File: src/rtl/uart_pkg.sv
// Shared UART definitions: receiver state encoding, bus status addresses and
// config register bit positions used by both the Tx and Rx paths.
package uart_pkg;

   typedef enum logic [2:0] {
      StIdle,
      StStart,
      StData,
      StParity,
      StStop1,
      StStop2
   } rx_state_t;

   localparam logic [31:0] TX_STAT_ADDR      = 32'h1;
   localparam logic [31:0] RX_STAT_ADDR_DFLT = 32'h2;

   localparam int unsigned CFG_EN       = 0;
   localparam int unsigned CFG_TWO_STOP = 1;
   localparam int unsigned CFG_ODD_PAR  = 2;

endpackage

File: src/rtl/uart_sync2.sv
// Two-flop synchronizer for an asynchronous input; resets to 1 (idle line level).
module uart_sync2 (
   input  logic clk,
   input  logic reset,
   input  logic d,
   output logic q
);

   logic meta_q;

   always_ff @(posedge clk or negedge reset) begin
      if (!reset) begin
         meta_q <= 1'b1;
         q      <= 1'b1;
      end else begin
         meta_q <= d;
         q      <= meta_q;
      end
   end

endmodule

File: src/rtl/uart_rx_core.sv
// UART receiver: config register, line synchronizer, start-validating frame FSM
// and a single-entry holding register with sticky status flags.
module uart_rx_core
   import uart_pkg::*;
#(
   parameter int unsigned CLKS_PER_BIT = 868,
   parameter logic [31:0] RX_STAT_ADDR = RX_STAT_ADDR_DFLT
) (
   input  logic        clk,
   input  logic        reset,
   input  logic        config_en,
   input  logic        Rx_en,
   input  logic        Two_stop,
   input  logic        Odd_parity,
   input  logic        rx_serial,
   input  logic        rd_en,
   input  logic [31:0] addr,
   output logic [7:0]  rx_data,
   output logic        rx_valid,
   output logic        parity_err,
   output logic        frame_err,
   output logic        overrun_err,
   output logic        busy
);

   localparam int unsigned CntW = $clog2(CLKS_PER_BIT);
   localparam logic [CntW-1:0] HalfCnt = CntW'(CLKS_PER_BIT / 2 - 1);
   localparam logic [CntW-1:0] FullCnt = CntW'(CLKS_PER_BIT - 1);

   logic [2:0]      cfg_q;
   logic            rx_en_r;
   logic            rx_s, rx_prev_q, fall;
   rx_state_t       state_q, state_d;
   logic [CntW-1:0] bit_cnt_q;
   logic [2:0]      bit_idx_q;
   logic [7:0]      shift_q;
   logic            two_stop_q, odd_par_q, par_fail_q, stop_fail_q, done_q;
   logic            half_hit, full_hit, clr;
   logic [7:0]      rx_data_q, rx_data_d;
   logic            valid_q, valid_d, perr_q, perr_d, ferr_q, ferr_d, oerr_q, oerr_d;

   uart_sync2 u_sync (
      .clk   (clk),
      .reset (reset),
      .d     (rx_serial),
      .q     (rx_s)
   );

   assign rx_en_r  = cfg_q[CFG_EN];
   assign fall     = ~rx_s & rx_prev_q;
   assign half_hit = (bit_cnt_q == HalfCnt);
   assign full_hit = (bit_cnt_q == FullCnt);
   assign clr      = rd_en && (addr == RX_STAT_ADDR);

   always_ff @(posedge clk or negedge reset) begin
      if (!reset) begin
         cfg_q     <= '0;
         rx_prev_q <= 1'b1;
         state_q   <= StIdle;
      end else begin
         if (config_en) begin
            cfg_q[CFG_EN]       <= Rx_en;
            cfg_q[CFG_TWO_STOP] <= Two_stop;
            cfg_q[CFG_ODD_PAR]  <= Odd_parity;
         end
         rx_prev_q <= rx_s;
         state_q   <= state_d;
      end
   end

   always_comb begin
      state_d = state_q;
      if (!rx_en_r) begin
         state_d = StIdle;
      end else begin
         case (state_q)
            StIdle:   if (fall) state_d = StStart;
            StStart:  if (half_hit) state_d = rx_s ? StIdle : StData;
            StData:   if (full_hit && bit_idx_q == 3'd7) state_d = StParity;
            StParity: if (full_hit) state_d = StStop1;
            StStop1:  if (full_hit) state_d = two_stop_q ? StStop2 : StIdle;
            StStop2:  if (full_hit) state_d = StIdle;
            default:  state_d = StIdle;
         endcase
      end
   end

   always_comb begin
      busy = (state_q != StIdle);
   end

   // Bit timing and sampling; done_q pulses the cycle after the final stop sample.
   always_ff @(posedge clk or negedge reset) begin
      if (!reset) begin
         bit_cnt_q   <= '0;
         bit_idx_q   <= '0;
         shift_q     <= '0;
         two_stop_q  <= 1'b0;
         odd_par_q   <= 1'b0;
         par_fail_q  <= 1'b0;
         stop_fail_q <= 1'b0;
         done_q      <= 1'b0;
      end else begin
         done_q <= 1'b0;
         if (state_q == StIdle || state_d != state_q || full_hit) begin
            bit_cnt_q <= '0;
         end else begin
            bit_cnt_q <= bit_cnt_q + CntW'(1);
         end
         if (rx_en_r) begin
            case (state_q)
               StIdle: begin
                  if (fall) begin
                     two_stop_q <= cfg_q[CFG_TWO_STOP];
                     odd_par_q  <= cfg_q[CFG_ODD_PAR];
                  end
               end
               StStart: begin
                  if (half_hit && !rx_s) begin
                     bit_idx_q   <= '0;
                     stop_fail_q <= 1'b0;
                  end
               end
               StData: begin
                  if (full_hit) begin
                     shift_q[bit_idx_q] <= rx_s;
                     bit_idx_q          <= bit_idx_q + 3'd1;
                  end
               end
               StParity: begin
                  if (full_hit) par_fail_q <= ((^shift_q) ^ rx_s) != odd_par_q;
               end
               StStop1: begin
                  if (full_hit) begin
                     stop_fail_q <= ~rx_s;
                     done_q      <= ~two_stop_q;
                  end
               end
               StStop2: begin
                  if (full_hit) begin
                     stop_fail_q <= stop_fail_q | ~rx_s;
                     done_q      <= 1'b1;
                  end
               end
               default: ;
            endcase
         end
      end
   end

   // Clear is applied before completion so a same-cycle read never loses the new byte.
   always_comb begin
      rx_data_d = rx_data_q;
      valid_d   = valid_q;
      perr_d    = perr_q;
      ferr_d    = ferr_q;
      oerr_d    = oerr_q;
      if (clr) begin
         valid_d = 1'b0;
         perr_d  = 1'b0;
         ferr_d  = 1'b0;
         oerr_d  = 1'b0;
      end
      if (done_q) begin
         if (!valid_d) begin
            rx_data_d = shift_q;
            valid_d   = 1'b1;
            perr_d    = perr_d | par_fail_q;
            ferr_d    = ferr_d | stop_fail_q;
         end else begin
            oerr_d = 1'b1;
         end
      end
   end

   always_ff @(posedge clk or negedge reset) begin
      if (!reset) begin
         rx_data_q <= '0;
         valid_q   <= 1'b0;
         perr_q    <= 1'b0;
         ferr_q    <= 1'b0;
         oerr_q    <= 1'b0;
      end else begin
         rx_data_q <= rx_data_d;
         valid_q   <= valid_d;
         perr_q    <= perr_d;
         ferr_q    <= ferr_d;
         oerr_q    <= oerr_d;
      end
   end

   assign rx_data     = rx_data_q;
   assign rx_valid    = valid_q;
   assign parity_err  = perr_q;
   assign frame_err   = ferr_q;
   assign overrun_err = oerr_q;

endmodule

File: config.mk
export PLATFORM = sky130hd
export DESIGN_NAME = uart_rx_core
export DESIGN_NICKNAME = d
export VERILOG_FILES = /design/src/rtl/uart_pkg.sv /design/src/rtl/uart_sync2.sv /design/src/rtl/uart_rx_core.sv
export SDC_FILE = /design/constraint.sdc
export NUM_CORES = 1
export LEC_CHECK = 0
export ABC_AREA = 0
export CAP_MARGIN = 25
export CORE_MARGIN = 5
export CORE_UTILIZATION = 25
export DETAILED_ROUTE_END_ITERATION = 10
export PLACE_DENSITY = 0.55
export SETUP_SLACK_MARGIN = 0.02
export SKIP_LAST_GASP = 1
export SLEW_MARGIN = 20
export SYNTH_ARGS = -nofsm -noshare
export SYNTH_HDL_FRONTEND = slang
export SYNTH_SLANG_ARGS = --single-unit
File: constraint.sdc
create_clock -name clk -period 3 [get_ports clk]
set_clock_uncertainty 0.1 [all_clocks]
set_input_delay 0.6 -clock clk [delete_from_list [all_inputs] [get_ports clk]]
set_output_delay 0.6 -clock clk [all_outputs]
set_load 0.01 [all_outputs]
# Word-level counts from Yosys, hierarchy flattened
# Cells that the tools add are included.
# W data, S select, Z words.
[word_totals] romBits=0 output_inout_bits=13 memories=0 ram_bits=0 inputBits=40 word_cells=99 latchBits=0 reg_bits=47
[op_classes] reduce_logical=18 n_eq_ne=15 shift=0 magnitude_cmp=2 mux=36 bitwise=8 div=0 multipliers=0 addsub=2
[op_table] op="$eq A32 B2 Y1 const B" n=1
[op_table] op="$mux W3" n=10
[op_table] op="$mux W1" n=18
[op_table] op="$pmux W3 S6" n=1
[op_table] op="$add A10 B1 Y10 const B" n=1
[op_table] op="$eq A10 B10 Y1 const B" n=1
[op_table] op="$eq A10 B9 Y1 const B" n=1
[op_table] op="$mux W10" n=1
[op_table] op="$eq A3 B3 Y1 const B" n=3
[op_table] op="$reduce_and A3 Y1" n=3
[op_table] op="$bwmux W8" n=1
[op_table] op="$ne A2 B2 Y1 const B" n=4
[op_table] op="$reduce_xor A8 Y1" n=1
[op_table] op="$eq A3 B2 Y1 const B" n=2
[op_table] op="$pmux W3 S2" n=1
[op_table] op="$reduce_bool A3 Y1" n=2
[op_table] op="$reduce_and A5 Y1" n=1
[op_table] op="$logic_and A1 B1 Y1" n=4
[op_table] op="$lt A3 B4 Y1 const B" n=1
[op_table] op="$reduce_and A4 Y1" n=1
[op_table] op="$add A3 B1 Y3 const B" n=1
[op_table] op="$demux W1 S3" n=1
[op_table] op="$eq A3 B1 Y1 const B" n=1
[op_table] op="$ge A3 B1 Y1 const B" n=1
[op_table] op="14 further kinds" n=19

# Longest topological paths before layout
[depth] ltp_word=9 mapped_depth=7

# Hierarchy
# From an unflattened synthesis, not the netlist that was laid out.
[hier_totals] cells_unflattened=232 area_unflattened_um2=2442.3
[by_module_without_submodules] mod="uart_rx_core" seq_area_each_um2=1127.3 area_per_inst_um2=2389.8 n_inst=1 cells_per_inst=230
[by_module_without_submodules] mod="uart_sync2" seq_area_each_um2=52.6 area_per_inst_um2=52.6 n_inst=1 cells_per_inst=2

# Worst setup path before layout
# Ideal clock, no wire load.
[synth_timing] path_type="in2reg" startpoint="in addr[3]" endpoint="reg rx_data_q[0] (netlist: rx_data[0])" path_slack_ps=899 setup_time_ps=125 stages=5 n_path_buf=0 arrival_ps=1876 path_cell_list="nor4_1 -> nand4_1 -> o31ai_1 -> nand2_1 -> mux2_2"
[synth_via] elab_chain_cells=5
[synth_lines] item="start: declaration" line="uart_rx_core.sv:17" source="input logic [31:0] addr,"
[synth_lines] item="$eq A32 B2 Y1" line="uart_rx_core.sv:53" source="assign clr = rd_en && (addr == RX_STAT_ADDR);"
[synth_lines] item="$logic_and A1 B1 Y1" line="uart_rx_core.sv:53"
[synth_lines] item="$mux W1" line="uart_rx_core.sv:158" source="if (clr) begin"
[synth_lines] item="$not A1 Y1 (no source line)"
[synth_lines] item="$reduce_and A2 Y1 (no source line)"
[synth_lines] item="end signal: assignment" line="uart_rx_core.sv:184" source="rx_data_q <= rx_data_d;"
[synth_lines] item="end: declaration" line="uart_rx_core.sv:39" source="logic [7:0] rx_data_q, rx_data_d;"
# Every way passes these cells.
# A chain may end at the register's enable or synchronous reset.

# Final worst setup path
[layout_timing] startpoint="reg state_q[2]" endpoint="out busy"
[layout_via] elab_chain_cells=1
[layout_lines] item="start: declaration" line="uart_rx_core.sv:33" source="rx_state_t state_q, state_d;"
[layout_lines] item="start signal: assignment" line="uart_rx_core.sv:59" source="state_q <= StIdle;"
[layout_lines] item="start signal: assignment" line="uart_rx_core.sv:67" source="state_q <= state_d;"
[layout_lines] item="$reduce_bool A3 Y1" line="uart_rx_core.sv:89" source="busy = (state_q != StIdle);"
[layout_lines] item="end: declaration" line="uart_rx_core.sv:23" source="output logic busy"
# Every way passes these cells.

==> summary.md <==
| Metric | Value |
|---|---|
| Status | finished, final reports clean |
| #FFs+latches synth | 47 |
| Site Rows | 36 |
| Most frequent cells in the layout | clkdlybuf4s50_1, dfrtp_1, nand2_1, mux2_2, nor2_1 |
| Total negative setup slack | 0 ns |
| Placer Congestion | 0.816 |
| Fillers | 1003 |
| Post-Syn Area | 2440 um2 |
| Setup repair bufs after CTS | 0 |
| RSZ-0062 raised after global routing | no |
| Post-Syn Nets | 276 |
| Cells on worst reg2reg path | 6 |
| WL final | 5.81 mm |
| Vias/cell | 4.60 |
| Dpl hpwl | 4.29 mm |
| TritonCTS clock tree | built |
| Synth warn | 0 |
| Max FO, Critical Path | 15 |
| Crit path arrival time | 1.92 ns |
| Initial core utilization | 0.253 |
| Share of layout cells above drive strength 1 | 0.142 |
| Hold crit path type | in2async |
| Pin count of the biggest net entering global routing | 30 |
| Vias in the first global route | 2045 |
| CTS Buf Count | 5 |
| Die Area | 11800 um2 |
| Register area share after synthesis | 0.483 |
| Multi-input gate area | 1200 um2 |
| Max_slew headroom | 0.487 |
| Top Ports | 53 |
| Max-capacitance violation count | 0 |
| 1st-pass router iterations | 5 |
| H-tree depth | 2 |
| Clk buf depth | 2 |
| DR iter-0 viols | 69 |
| CP max stage cell | dfrtp_1 |
| Lkg Pwr | 1.31 nW |
| CTS sink cnt | 47 |
| Final Util | 0.335 |
| CP Cell Sequence | nor3_1 -> inv_1 -> clkdlybuf4s50_1 |
| Sequential cell area | 1180 um2 |
| DRC viols | 0 |
| CP Buf/Inv Count | 2 |
| DR vias | 1938 |
| Final hold vios | 0 |
| Critical path data required time | 2.30 ns |
| Die X | 109 um |
| Final net count | 331 |
| Setup-failing EPs final | 0 |
| CTS root buffer | clkbuf_8 |
| Path type of the worst setup path | reg2out |
| First-pass GRT wire length | 9.86 mm |
| Hold_buf cts | 0 |
| CP max stage delay | 0.53 ns |
| Critical path's top delay family | buffers and inverters |
| Post-Synthesis Cells | 232 |
| VDD IR max | 0.157 mV |
| Critical Path Stages | 3 |
| Area growth syn-to-layout | 32.1% |
| Synth unique cells | 43 |
| Die Ht | 109 um |
| I/O Buffers | 52 |
| Initial antenna violation count | 0 |
| Tightest Pin Transition | 0.769 ns |
| Crit path launch type | register |
| Routed WL per cell | 13.8 um |
| Antenna Cells | 0 |
| Avg Inst Size Synth | 10.5 um2 |
| Post-CTS sizing | 0 |
| Pwr Density | 385 nW/um2 |
| CP endpoint kind | primary output |
| Core box area | 9640 um2 |
| Tmin final | 2.62 ns |
| Gr usage total | 0.104 |
| Most common cell after layout, fill and taps aside | clkdlybuf4s50_1 |
| Max-slew violations | 0 |
| Fmax | 381 MHz |
| Clock-pin slew on the worst setup and hold paths | 0.08 ns |
| Clk_lat worst skew | 0.31 ns |
| Final period utilization | 0.875 |
| Final ANT Viol Nets | 0 |
| Total grt overflow | 0 |
[cell usage after synthesis]
master / instances / area share
nand4b_1: 2 / 0.0072
nand3_1: 9 / 0.018
dfrtp_1: 44 / 0.45
xor2_1: 4 / 0.014
nor3_1: 14 / 0.029
nand4_1: 6 / 0.015
nand3b_1: 6 / 0.018
nor2b_1: 6 / 0.015
a32oi_1: 1 / 0.0036
clkbuf_1: 4 / 0.0061
nand4bb_1: 1 / 0.0046
nand2b_1: 4 / 0.010
a311oi_1: 1 / 0.0036
and4_1: 2 / 0.0072
o2111a_1: 1 / 0.0046
nor4bb_1: 1 / 0.0041
nor3b_1: 3 / 0.0092
a31oi_1: 2 / 0.0051
o22ai_1: 1 / 0.0026
a31oi_4: 1 / 0.0087
dfstp_2: 3 / 0.032
or2_4: 1 / 0.0036
xnor2_1: 13 / 0.047
inv_1: 3 / 0.0046
or3_1: 3 / 0.0077
a21o_1: 2 / 0.0061
buf_6: 1 / 0.0046
and3b_1: 1 / 0.0036
and3_1: 1 / 0.0026
ha_1: 4 / 0.020
and2_1: 1 / 0.0026
nor4_1: 7 / 0.018
o221ai_1: 1 / 0.0036
o31ai_1: 2 / 0.0061
mux2_2: 22 / 0.10
nor2_1: 16 / 0.025
a21oi_1: 4 / 0.0082
a2111oi_1: 1 / 0.0041
a2111o_1: 1 / 0.0046
nand2_1: 22 / 0.034
a32o_1: 1 / 0.0041
o21ai_0: 5 / 0.010
buf_2: 4 / 0.0082
[power by group]
part	switching (mW)	internal, mW	total (mW)
registers	0.0228	0.652	0.675
logic	0.0671	0.0932	0.160
clock network	0.219	0.188	0.408
[kinds of logic (layout without fill, tap and decap cells)]
group           Yosys count  after routing  share of synthesized area
flops                    47             47                      0.483
buf+inv                  12             68                     0.0236
fa+ha+maj                 4              4                     0.0205
simple gates            106            106                      0.235
xor+xnor                 17             17                     0.0610
mux                      22             22                      0.101
compound gates           24             24                     0.0753
[state kept, by name, indices dropped and copies added, names as in the netlist]
name and flops:
cfg_q 3, stop_fail_q 1, parity_err 1, par_fail_q 1, rx_prev_q 1, shift_q 8
rx_data 8, done_q 1, state_q 3, bit_idx_q 3, u_sync.meta_q 1, frame_err 1
rx_valid 1, odd_par_q 1, overrun_err 1, bit_cnt_q 10, two_stop_q 1, u_sync.q 1
[stage by stage]
| stage | hold WS (ns) | instance area, um2 | setup WS [ns] | power [mW] | cells |
|---|---|---|---|---|---|
| floorplan | 0.204 | 2440 | 0.899 | 0.754 | 232 |
| global placement | 0.246 | 3110 | 0.199 | 0.847 | 412 |
| detailed placement | 0.249 | 3130 | 0.137 | 0.851 | 413 |
| CTS | 0.138 | 3230 | 0.316 | 1.27 | 421 |
| global route | 0.150 | 3230 | 0.244 | 1.32 | 421 |
| finish | 0.125 | 3230 | 0.375 | 1.24 | 421 |
[metal layers]
metal	wire, um	GRT usage	up-vias
li1	-	-	949
met1	2560	0.130	913
met2	2590	0.171	69
met3	562	0.0266	7
met4	97	0.0406	0
met5	0	0	-
[final cells by class]
cell class	count	area share
Clock buffer	6	0.0256
Clock inverter	2	0.00504
Inverter	3	0.00349
Multi-Input combinational cell	173	0.373
Sequential cell	47	0.366
Tap cell	133	0.0516
Timing Repair Buffer	57	0.175
[worst reg2reg max path, stage by stage (launching register included)]
cell and delay, ns:
dfrtp_1 0.42, ha_1 0.23, nand3b_1 0.13, or3_1 0.51, a2111o_1 0.39, a31oi_4 0.34
nor3_1 0.11
[path summary, 6_finish.rpt]
check | slack (ns) | start | to
max | 0.38 | state_q[2] | busy
min | 0.13 | reset | bit_cnt_q[4]
max reg2reg | 0.64 | bit_cnt_q[0] | bit_cnt_q[4]
min reg2reg | 0.27 | u_sync.meta_q | u_sync.q
max in group asynchronous | 1.98 | reset | u_sync.q
min in group clk | 0.27 | u_sync.meta_q | u_sync.q
No activity file was read; power rests on OpenSTA's default activity.
